$ cat src/rtl/irqc_pkg.sv
// irqc_pkg: register map, CPU phase encoding and sizing shared by the interrupt controller.
package irqc_pkg;

    typedef enum logic [1:0] {
        IRQC_MASK = 2'd0,
        IRQC_PEND = 2'd1,
        IRQC_VEC  = 2'd2,
        IRQC_EOI  = 2'd3
    } irqc_reg_e;

    localparam int IRQC_NSRC_MAX = 16;
    localparam int IRQC_ID_W = $clog2(IRQC_NSRC_MAX);
    localparam logic [1:0] PHASE_FETCH = 2'd3;

endpackage

$ cat src/rtl/irq_prio_enc.sv
// irq_prio_enc: fixed-priority encoder, lowest set request index wins.
module irq_prio_enc
    import irqc_pkg::*;
#(
    parameter int NSRC = 8
) (
    input  logic [NSRC-1:0]      req,
    output logic [IRQC_ID_W-1:0] id,
    output logic                 any
);

    assign any = |req;

    // Scanning downward lets the lowest set bit overwrite higher ones.
    always_comb begin
        id = '0;
        for (int i = NSRC - 1; i >= 0; i--)
            if (req[i]) id = IRQC_ID_W'(i);
    end

endmodule

$ cat src/rtl/irq_controller.sv
// irq_controller: edge-latched, masked, fixed-priority interrupt controller with a register window.
// Define IRQC_SYNC_EN to put a 2-flop synchronizer in front of each source's edge detector.
module irq_controller
    import irqc_pkg::*;
#(
    parameter int NSRC = 8
) (
    input  logic            clk,
    input  logic            rst_n,
    input  logic [NSRC-1:0] src,
    input  logic [1:0]      phase,
    input  logic            ien,
    output logic            irq,
    input  logic [1:0]      addr,
    input  logic            rd_mem,
    input  logic            wr_mem,
    input  logic [15:0]     wdata,
    output logic [15:0]     rdata
);

    logic [NSRC-1:0]      src_s, src_q, rise, pend, mask, req, w1c, acc_clr;
    logic [IRQC_ID_W-1:0] id, cur_id;
    logic                 any, insvc, accept, unused_ok;

`ifdef IRQC_SYNC_EN
    logic [NSRC-1:0] sync1, sync2;

    always_ff @(posedge clk or negedge rst_n) begin
        if (!rst_n) begin
            sync1 <= '0;
            sync2 <= '0;
        end else begin
            sync1 <= src;
            sync2 <= sync1;
        end
    end

    assign src_s = sync2;
`else
    assign src_s = src;
`endif

    assign rise = src_s & ~src_q;
    assign req  = pend & mask;

    irq_prio_enc #(.NSRC(NSRC)) u_enc (
        .req (req),
        .id  (id),
        .any (any)
    );

    // Driven only from flops so the CPU never sees a glitch from src.
    assign irq     = ien & ~insvc & any;
    assign accept  = irq & (phase == PHASE_FETCH);
    assign w1c     = (wr_mem && addr == IRQC_PEND) ? wdata[NSRC-1:0] : '0;
    assign acc_clr = accept ? NSRC'(1) << id : '0;

    always_ff @(posedge clk or negedge rst_n) begin
        if (!rst_n) begin
            src_q  <= '0;
            pend   <= '0;
            mask   <= '0;
            insvc  <= 1'b0;
            cur_id <= '0;
        end else begin
            src_q <= src_s;
            pend  <= (pend & ~w1c & ~acc_clr) | rise;
            if (wr_mem && addr == IRQC_MASK)
                mask <= wdata[NSRC-1:0];
            if (accept) begin
                insvc  <= 1'b1;
                cur_id <= id;
            end else if (wr_mem && addr == IRQC_EOI)
                insvc <= 1'b0;
        end
    end

    assign rdata = !rd_mem             ? '0 :
                   addr == IRQC_MASK   ? 16'(mask) :
                   addr == IRQC_PEND   ? 16'(pend) :
                   addr == IRQC_VEC    ? {insvc, 11'b0, cur_id} : '0;

    assign unused_ok = &{1'b0, wdata};

endmodule

$ cat config.mk
export PLATFORM = sky130hd
export DESIGN_NAME = irq_controller
export DESIGN_NICKNAME = d
export VERILOG_FILES = /design/src/rtl/irqc_pkg.sv /design/src/rtl/irq_prio_enc.sv /design/src/rtl/irq_controller.sv
export SDC_FILE = /design/constraint.sdc
export NUM_CORES = 1
export LEC_CHECK = 0
export CAP_MARGIN = 30
export CORE_AREA = 2 2 62 64
export DETAILED_ROUTE_END_ITERATION = 8
export DIE_AREA = 0 0 64 66
export PLACE_DENSITY = 0.8
export SETUP_SLACK_MARGIN = 0.15
export SLEW_MARGIN = 20
export SYNTH_ARGS = -nofsm -noshare
export SYNTH_HDL_FRONTEND = slang
export SYNTH_HIERARCHICAL = 1
export SYNTH_SLANG_ARGS = --single-unit
$ cat constraint.sdc
create_clock -name clk -period 5.6 [get_ports clk]
set_input_delay 0.56 -clock clk [delete_from_list [all_inputs] [get_ports clk]]
set_output_delay 0.56 -clock clk [all_outputs]
set_load 0.005 [all_outputs]
==> flow_summary.toml, run 1 <==
[outcome]
status = "completed"

[clocking]
cts_tree = "yes"
cts_made_buffers = 5
clock_sinks = 29
clockBufferDepth = 2
cts-root-buf = "clkbuf_4"
clk_latency_ns = 0.33
htree_levels = 2
cts_setup_buffers = 0
cts_hold_buf = 0
cts_resized = 0
path_clk_slew_ns = 0.09

[sta]
setup_viol = 0
slew_headroom_pct = 53.9
hold_violations = 0
fin_setup_tns_ns = 0
period_share_pct = 56.3
slew_viol_final = 0
tightest_slew_ns = 0.682
min_period_ns = 3.16
rsz0062_at_grt = "no"
max_freq_mhz = 317
fin_skew_ns = 0.0138

[routing]
wire_per_inst_um = 14.0
drt_wl_total_mm = 3.39
ant_nets = 0
via_per_inst = 5.09
drt_first_pass_iters = 4
num_vias = 1231
drt_iter0_markers = 45
drc = 0

[yosys]
ys_seq_elements = 29
synth_top_family_by_area = "simple AND/OR/NAND/NOR gates"
synth_cells = 157
yosys.area_share.simple_pct = 19.5
synthXorXnorAreaFrac_pct = 0
synth.distinct_cells = 34
syn_avg_cell_area_um2 = 9.95
ys_warn_count = 6
yosysSeqAreaShare_pct = 46.5
synth_area_um2 = 1560
synthMuxAreaShare_pct = 13.1
synthAdderAreaFrac_pct = 0
synth_compound_area_share_pct = 11.0

[placement]
placed_cell_area_um2 = 1910
port_buffers = 34
post-place-cells = 234
gp_congestion = 0.884
dp_hpwl_mm = 2.47

[floorplanning]
dieArea_um2 = 4220
core-area_um2 = 3550
die_y_um = 66
die_w_um = 64
start_util_pct = 44.0
rows = 22
num_io_pins = 50

[critical_path]
endpoint_kind = "primary output"
path_max_fanout = 13
cp-start-kind = "primary input"
critPathArrivalTime_ns = 2.60
crit_type = "primary input to primary output"
crit_required_ns = 5.04

[global_routing]
grt_pass1_vias = 1219
antenna_found_initial = 0
grt_max_degree = 30
grt.total_usage_pct = 18.3
grt_first_pass_wirelength_mm = 5.75
grt-ovfl-total = 0

[layout]
drive_above_1_share_pct = 12.9
layout_common_cells = "clkdlybuf4s50_1 (34), dfrtp_1 (29), inv_1 (17), o21ai_0 (11), mux2_2 (11)"
antennaDiodeCount = 0
fin_cells = 242
final_util_pct = 56.1
areaGrowthSynthToFinish_pct = 27.6
final_common_cell = "clkdlybuf4s50_1"
layout.nets = 226
fin_area_um2 = 1990

[power_and_ir_drop]
p_leak_nw = 0.864
power_density_nw_per_um2 = 299
power_mw = 0.596
peakVddDrop_v = 0.000209

[run]
cap_violations = 0

[min_path]
hold_class = "flip-flop to flip-flop"
[critical path, stage by stage]
cell and delay, ns:
clkdlybuf4s50_1 0.88, and2b_1 0.30, nand2_1 0.07, a21boi_0 0.24, clkdlybuf4s50_1 0.55
[sequential cells by signal, indices dropped and copies added (netlist names)]
| name | flops |
|---|---|
| mask | 8 |
| pend | 8 |
| src_q | 8 |
| cur_id | 4 |
| insvc | 1 |
[kinds of logic (layout without fill, tap and decap cells)]
group / count (synthesis) / in the layout
flip-flops: 29 / 29
AND/OR/NAND/NOR: 50 / 50
buffers and inverters: 29 / 60
other: 2 / 8
AO/OA/AOI/OAI: 28 / 28
multiplexers: 19 / 19
[cell type report]
| type | count | area [um^2] |
|---|---|---|
| tap | 48 | 60.1 |
| clock buffer | 7 | 55.1 |
| fill | 327 | 1560 |
| inverter | 17 | 63.8 |
| multi-input combinational | 105 | 709 |
| timing repair buffer | 35 | 348 |
| sequential | 29 | 726 |
| clock inverter | 1 | 30.0 |
[layer usage]
| metal | global-route usage [%] | up-vias | part of all wire [%] |
|---|---|---|---|
| li1 | - | 595 | - |
| met4 | 8.15 | 0 | 1.9 |
| met3 | 5.79 | 6 | 5.2 |
| met1 | 23.0 | 597 | 46 |
| met5 | 0 | - | 0 |
| met2 | 28.9 | 33 | 47 |
[through the flow]
step,hold slack [ns],worst slack [ns]
2_1_floorplan,0.264,3.73
3_3_place_gp,0.412,2.47
3_5_place_dp,0.422,2.48
4_1_cts,0.435,2.45
5_1_grt,0.448,2.35
6_report,0.431,2.44
[worst paths after layout]
| path | from | endpoint | slack, ns | cells after the start |
|---|---|---|---|---|
| worst min-delay path | src_q[7]$_DFF_PN0_ | pend[7]$_DFF_PN0_ | 0.43 | 1 |
| worst max-delay path | addr[0] | rdata[3] | 2.44 | 5 |
| worst max register to register | mask[4]$_DFFE_PN0P_ | pend[1]$_DFF_PN0_ | 3.34 | 5 |
| worst min register to register | src_q[7]$_DFF_PN0_ | pend[7]$_DFF_PN0_ | 0.43 | 1 |
| min in group asynchronous | rst_n | src_q[6]$_DFF_PN0_ | 0.60 | 2 |
| max in group asynchronous | rst_n | mask[3]$_DFFE_PN0P_ | 4.71 | 2 |
[Yosys cell counts]
cell / n / area [um^2]
a21boi_0: 5 / 37.5
a21o_1: 1 / 7.51
a21oi_1: 1 / 5.00
and2_1: 8 / 50.1
and2b_1: 1 / 7.51
and3b_1: 1 / 8.76
and4b_1: 1 / 10.0
buf_2: 2 / 10.0
buf_4: 8 / 60.1
buf_6: 1 / 11.3
clkbuf_1: 1 / 3.75
conb_1: 2 / 7.51
dfrtp_1: 29 / 726
inv_1: 17 / 63.8
mux2_2: 11 / 124
mux2i_1: 8 / 80.1
nand2_1: 5 / 18.8
nand2b_1: 2 / 12.5
nand3_1: 2 / 10.0
nand3b_1: 2 / 15.0
nand4_1: 1 / 6.26
nor2_1: 9 / 33.8
nor2b_1: 1 / 6.26
nor3_1: 4 / 20.0
nor3b_4: 1 / 18.8
nor4_1: 4 / 25.0
nor4_2: 1 / 12.5
o21ai_0: 11 / 55.1
o21bai_1: 1 / 7.51
o22ai_1: 8 / 50.1
o41ai_1: 1 / 8.76
or2_2: 4 / 25.0
or3_1: 1 / 6.26
or3b_1: 2 / 17.5
[power breakdown]
group,total (mW),switching (mW),internal (mW)
Sequential,0.267,0.0238,0.243
Clock,0.178,0.0717,0.107
Combinational,0.150,0.0680,0.0822
Note: power is estimated with default switching activity, not from simulation.
==> run 2, diff against run 1 <==
==> constraint.sdc (replaced) <==
create_clock -name clk -period 3.1 [get_ports clk]
set_input_delay 0.31 -clock clk [delete_from_list [all_inputs] [get_ports clk]]
set_output_delay 0.31 -clock clk [all_outputs]
set_load 0.005 [all_outputs]
==> run 2 against run 1 <==
Power up 63%. Sequential power increased by 81%. Final area fell by 1.3%. Clock skew shrank 0.0030 ns. Global-route usage decreased by 0.33 points. Critical path depth is the same. Wire length fell by 1.8%. Clock power up 21%. Register-to-register slack got worse by 2.5 ns. Cell count is 0.41% higher.
==> flow_summary.toml, run 2 (synthesized netlist as in run 1, its figures left out) <==
[critical_path]
crit_path_start = "addr[1]"
endpoint_kind = "primary output"
cp-start-kind = "primary input"
critPathArrivalTime_ns = 2.22
ff2ff_path_depth = 7
r2r-end = "pend[1]$_DFF_PN0_"
reg2reg_from = "mask[6]$_DFFE_PN0P_"
path_max_fanout = 10
rrSetupSlack_ns = 0.81
endpoint = "rdata[3]"
crit_required_ns = 2.79
crit_type = "primary input to primary output"

[routing]
maxUsedRoutingLayer = "met4"
drt_wl_total_mm = 3.33
route.met3.wl_um = 188
wl_met1_mm = 1.48
drc = 0
drt_first_pass_iters = 4
num_vias = 1207
via_per_inst = 4.97
ant_nets = 0
routed-wl-met2_mm = 1.60
wire_per_inst_um = 13.7
drt_iter0_markers = 35

[run]
cap_violations = 0

[sta]
tightest_slew_ns = 0.733
slew_headroom_pct = 50.5
fin_skew_ns = 0.0108
fin_setup_tns_ns = 0
rsz0062_at_grt = "no"
whs_ns = 0.344
max_freq_mhz = 396
period_share_pct = 81.5
setup_viol = 0
min_period_ns = 2.53
slew_viol_final = 0
hold_violations = 0

[layout]
layout.nets = 227
final_util_pct = 55.4
layout_common_cells = "clkdlybuf4s50_1 (34), dfrtp_1 (29), inv_1 (17), o21ai_0 (11), mux2_2 (11)"
fill_cells = 331
drive_above_1_share_pct = 13.3
fin_area_um2 = 1970
final_common_cell = "clkdlybuf4s50_1"
top_regs = "mask (8), pend (8), src_q (8)"
antennaDiodeCount = 0
areaGrowthSynthToFinish_pct = 25.9
fin_cells = 243

[global_routing]
grt_pass1_vias = 1194
antenna_found_initial = 0
grt_first_pass_wirelength_mm = 5.51
grt_max_degree = 30
grt.total_usage_pct = 18.0
grt-ovfl-total = 0

[clocking]
cts-root-buf = "clkbuf_4"
clockBufferDepth = 2
clock_sinks = 29
cts_made_buffers = 5
cts_tree = "yes"
cts_hold_buf = 0
cts_setup_buffers = 0
htree_levels = 2
path_clk_slew_ns = 0.09
clk_latency_ns = 0.33
cts_resized = 0

[placement]
post-place-cells = 235
placed_cell_area_um2 = 1910
dp_hpwl_mm = 2.51
port_buffers = 34
gp_congestion = 0.891

[floorplanning]
rows = 22
start_util_pct = 44.0
die_y_um = 66
core-area_um2 = 3550
die_w_um = 64
dieArea_um2 = 4220
num_io_pins = 50

[min_path]
hold_class = "primary input to async pin"

[power_and_ir_drop]
peakVddDrop_v = 0.000246
p_leak_nw = 0.856
power_density_nw_per_um2 = 493

[outcome]
status = "completed"
-- run 2: power by group --
part           internal (mW)  switching, mW
clock                 0.0861          0.128
combinational          0.149          0.123
sequential             0.440         0.0422
total                  0.675          0.294
-- run 2: layer usage --
| metal | up-vias | GRT usage [%] |
|---|---|---|
| li1 | 604 | - |
| met1 | 564 | 22.2 |
| met2 | 34 | 28.5 |
| met3 | 5 | 5.96 |
| met4 | 0 | 8.15 |
| met5 | - | 0 |
-- run 2: how the worst min path moves through the flow --
stage                                  endpoint               start
after global placement        pend[7]$_DFF_PN0_  src_q[7]$_DFF_PN0_
after floorplan           cur_id[0]$_DFFE_PN0P_               rst_n
after global routing         src_q[6]$_DFF_PN0_               rst_n
final                       mask[7]$_DFFE_PN0P_               rst_n
after CTS                    src_q[6]$_DFF_PN0_               rst_n
after detailed placement      pend[7]$_DFF_PN0_  src_q[7]$_DFF_PN0_
-- run 2: cell type report --
type                    count  area [um^2]  area share, %
multi-input cells         105          709           36.1
well taps                  48         60.1           3.06
repair buffers             36          355           18.1
inverters                  17         63.8           3.25
clock inverters             2         10.0          0.509
clock buffers               6         41.3           2.10
flip-flops and latches     29          726           36.9
-- run 2: critical path: stages --
cell	delay [ns]
clkdlybuf4s50_1	0.75
mux2i_1	0.12
or2_2	0.28
a21boi_0	0.20
clkdlybuf4s50_1	0.55
-- run 2: metrics by stage --
stage          setup WS, ns  power (mW)
3_5_place_dp          0.575       0.762
3_3_place_gp          0.562       0.749
4_1_cts               0.549       0.976
2_1_floorplan          1.23       0.659
6_report              0.575       0.969
5_1_grt               0.384        1.04
==> run 3, diff against run 2 <==
==> constraint.sdc (replaced) <==
create_clock -name clk -period 2.62 [get_ports clk]
set_input_delay 0.262 -clock clk [delete_from_list [all_inputs] [get_ports clk]]
set_output_delay 0.262 -clock clk [all_outputs]
set_load 0.005 [all_outputs]
==> run 3 against run 2 <==
Via count up 3.5%. Clock-buffer cell count did not move. Highest routed layer unchanged. First-iteration DRC count down 11%. Sequential share of layout area down 0.33 points. Core utilization up 0.49 points. Largest power group unchanged. Register-to-register slack got worse by 0.46 ns. Clock skew up 0.00090 ns.
==> flow_summary.toml, run 3 (synthesized netlist as in run 1, its figures left out) <==
[layout]
multi_input_area_um2 = 709
antennaDiodeCount = 0
top_regs = "mask (8), pend (8), src_q (8)"
fill_cells = 339
layout.nets = 229
final_common_cell = "clkdlybuf4s50_1"
areaGrowthSynthToFinish_pct = 27.0
final-seq-area_um2 = 726
layout_common_cells = "clkdlybuf4s50_1 (33), dfrtp_1 (29), inv_1 (17), o21ai_0 (11), mux2_2 (11)"
drive_above_1_share_pct = 14.2

[clocking]
cts_made_buffers = 5
path_clk_slew_ns = 0.09
clock_sinks = 29
clockBufferDepth = 2
clk_latency_ns = 0.33
cts_tree = "yes"
cts-root-buf = "clkbuf_4"
cts_setup_buffers = 0
cts_hold_buf = 0
htree_levels = 2

[power_and_ir_drop]
peakVddDrop_v = 0.000293
swShare_pct = 30.3
power_density_nw_per_um2 = 579
p_leak_nw = 0.874
power.internal_mw = 0.800
p_clk_share_pct = 22.2
pwr-share-seq_pct = 49.7
power_mw = 1.15
p_sw_mw = 0.348
power_frac_comb_pct = 28.1

[critical_path]
crit_required_ns = 2.36
crit_family = "buffers and inverters"
endpoint_kind = "primary output"
crit_type = "primary input to primary output"
cp_common_cell = "clkdlybuf4s50_1"
critPathSlowestCell = "clkdlybuf4s50_1"
critPathArrivalTime_ns = 2.08
crit_buf_inv = 3
path_max_fanout = 8
path_cells = "clkdlybuf4s50_1 > buf_4 > or2_2 > a21boi_0 > clkdlybuf4s50_1"
cpPeakStageDelay_ns = 0.58
cp-start-kind = "primary input"

[sta]
rsz0062_at_grt = "no"
hold_violations = 0
slew_headroom_pct = 51.5
fin_skew_ns = 0.0117
fin_setup_tns_ns = 0
whs_ns = 0.310
max_freq_mhz = 426
min_period_ns = 2.35
finalWorstSetupSlack_ns = 0.275
period_share_pct = 89.5
setup_viol = 0
slew_viol_final = 0
tightest_slew_ns = 0.718

[routing]
drc = 0
drt_first_pass_iters = 4
via_per_inst = 5.10
wire_per_inst_um = 13.4
ant_nets = 0
drt_wl_total_mm = 3.29
num_vias = 1249
drt_iter0_markers = 31

[min_path]
hold_class = "primary input to async pin"

[placement]
gp_congestion = 0.866
port_buffers = 34
dp_hpwl_mm = 2.50
post-place-ws_ns = 0.208

[floorplanning]
die_y_um = 66
core-area_um2 = 3550
start_util_pct = 44.0
die_w_um = 64
num_io_pins = 50
rows = 22
dieArea_um2 = 4220

[outcome]
status = "completed"

[global_routing]
grt_pass1_vias = 1245
grt.total_usage_pct = 17.6
grt-ovfl-total = 0
antenna_found_initial = 0
grt_first_pass_wirelength_mm = 5.51
grt_max_degree = 30

[run]
cap_violations = 0
run 3: cell count changes in the layout (fill, tap and decap cells not counted), sizes merged:
cell,before,now
buf,2,4
clkdlybuf4s50,34,33
dlymetal6s2s,0,1
run 3: through the flow:
stage	util, %	instances	area [um^2]
after floorplan	-	163	1580
after global placement	54.3	237	1930
after detailed placement	54.3	237	1930
after CTS	55.8	245	1980
after global routing	55.8	245	1980
final	55.8	245	1980
run 3: layout make-up:
cell class / instances / share of cell area (%)
flip-flops and latches: 29 / 36.6
clock buffers: 6 / 2.08
multi-input cells: 105 / 35.8
inverters: 17 / 3.22
well taps: 48 / 3.03
repair buffers: 38 / 18.8
clock inverters: 2 / 0.505
run 3: layer usage:
metal / GRT usage [%] / wire length [um] / vias up
met2: 28.8 / 1590 / 44
met4: 12.2 / 94 / 0
li1: - / - / 600
met3: 3.92 / 242 / 8
met1: 20.5 / 1360 / 597
met5: 0 / 0 / -
run 3: worst reg2reg max path, stage by stage, from the launching register on:
cell and delay [ns]:
dfrtp_1 0.39, and2_1 0.20, o41ai_1 0.72, or3b_1 0.44
nor4_1 0.25, o22ai_1 0.13
run 3: power by group through the flow:
stage	clock network (mW)	registers, mW	logic (mW)
2_1_floorplan	0	0.556	0.224
3_3_place_gp	0	0.575	0.314
3_5_place_dp	0	0.580	0.324
4_1_cts	0.263	0.571	0.325
5_1_grt	0.284	0.582	0.361
6_report	0.255	0.571	0.323
run 3: path summary, 6_finish.rpt:
path	start	slack, ns	cells past startpoint	end
worst min-delay path	rst_n	0.31	2	pend[4]$_DFF_PN0_
worst min register to register	src_q[0]$_DFF_PN0_	0.43	1	pend[0]$_DFF_PN0_
min in group clk	src[4]	0.38	1	src_q[4]$_DFF_PN0_
worst max-delay path	addr[0]	0.27	5	rdata[2]
worst max register to register	mask[4]$_DFFE_PN0P_	0.35	5	pend[1]$_DFF_PN0_
max in group asynchronous	rst_n	2.03	2	cur_id[0]$_DFFE_PN0P_
run 3: timing repair:
| item | in CTS | in global routing |
|---|---|---|
| resized for setup | 0 | 1 |
| endpoints found under the setup margin | 0 | 4 |
| endpoints found under the hold margin | 0 | 0 |
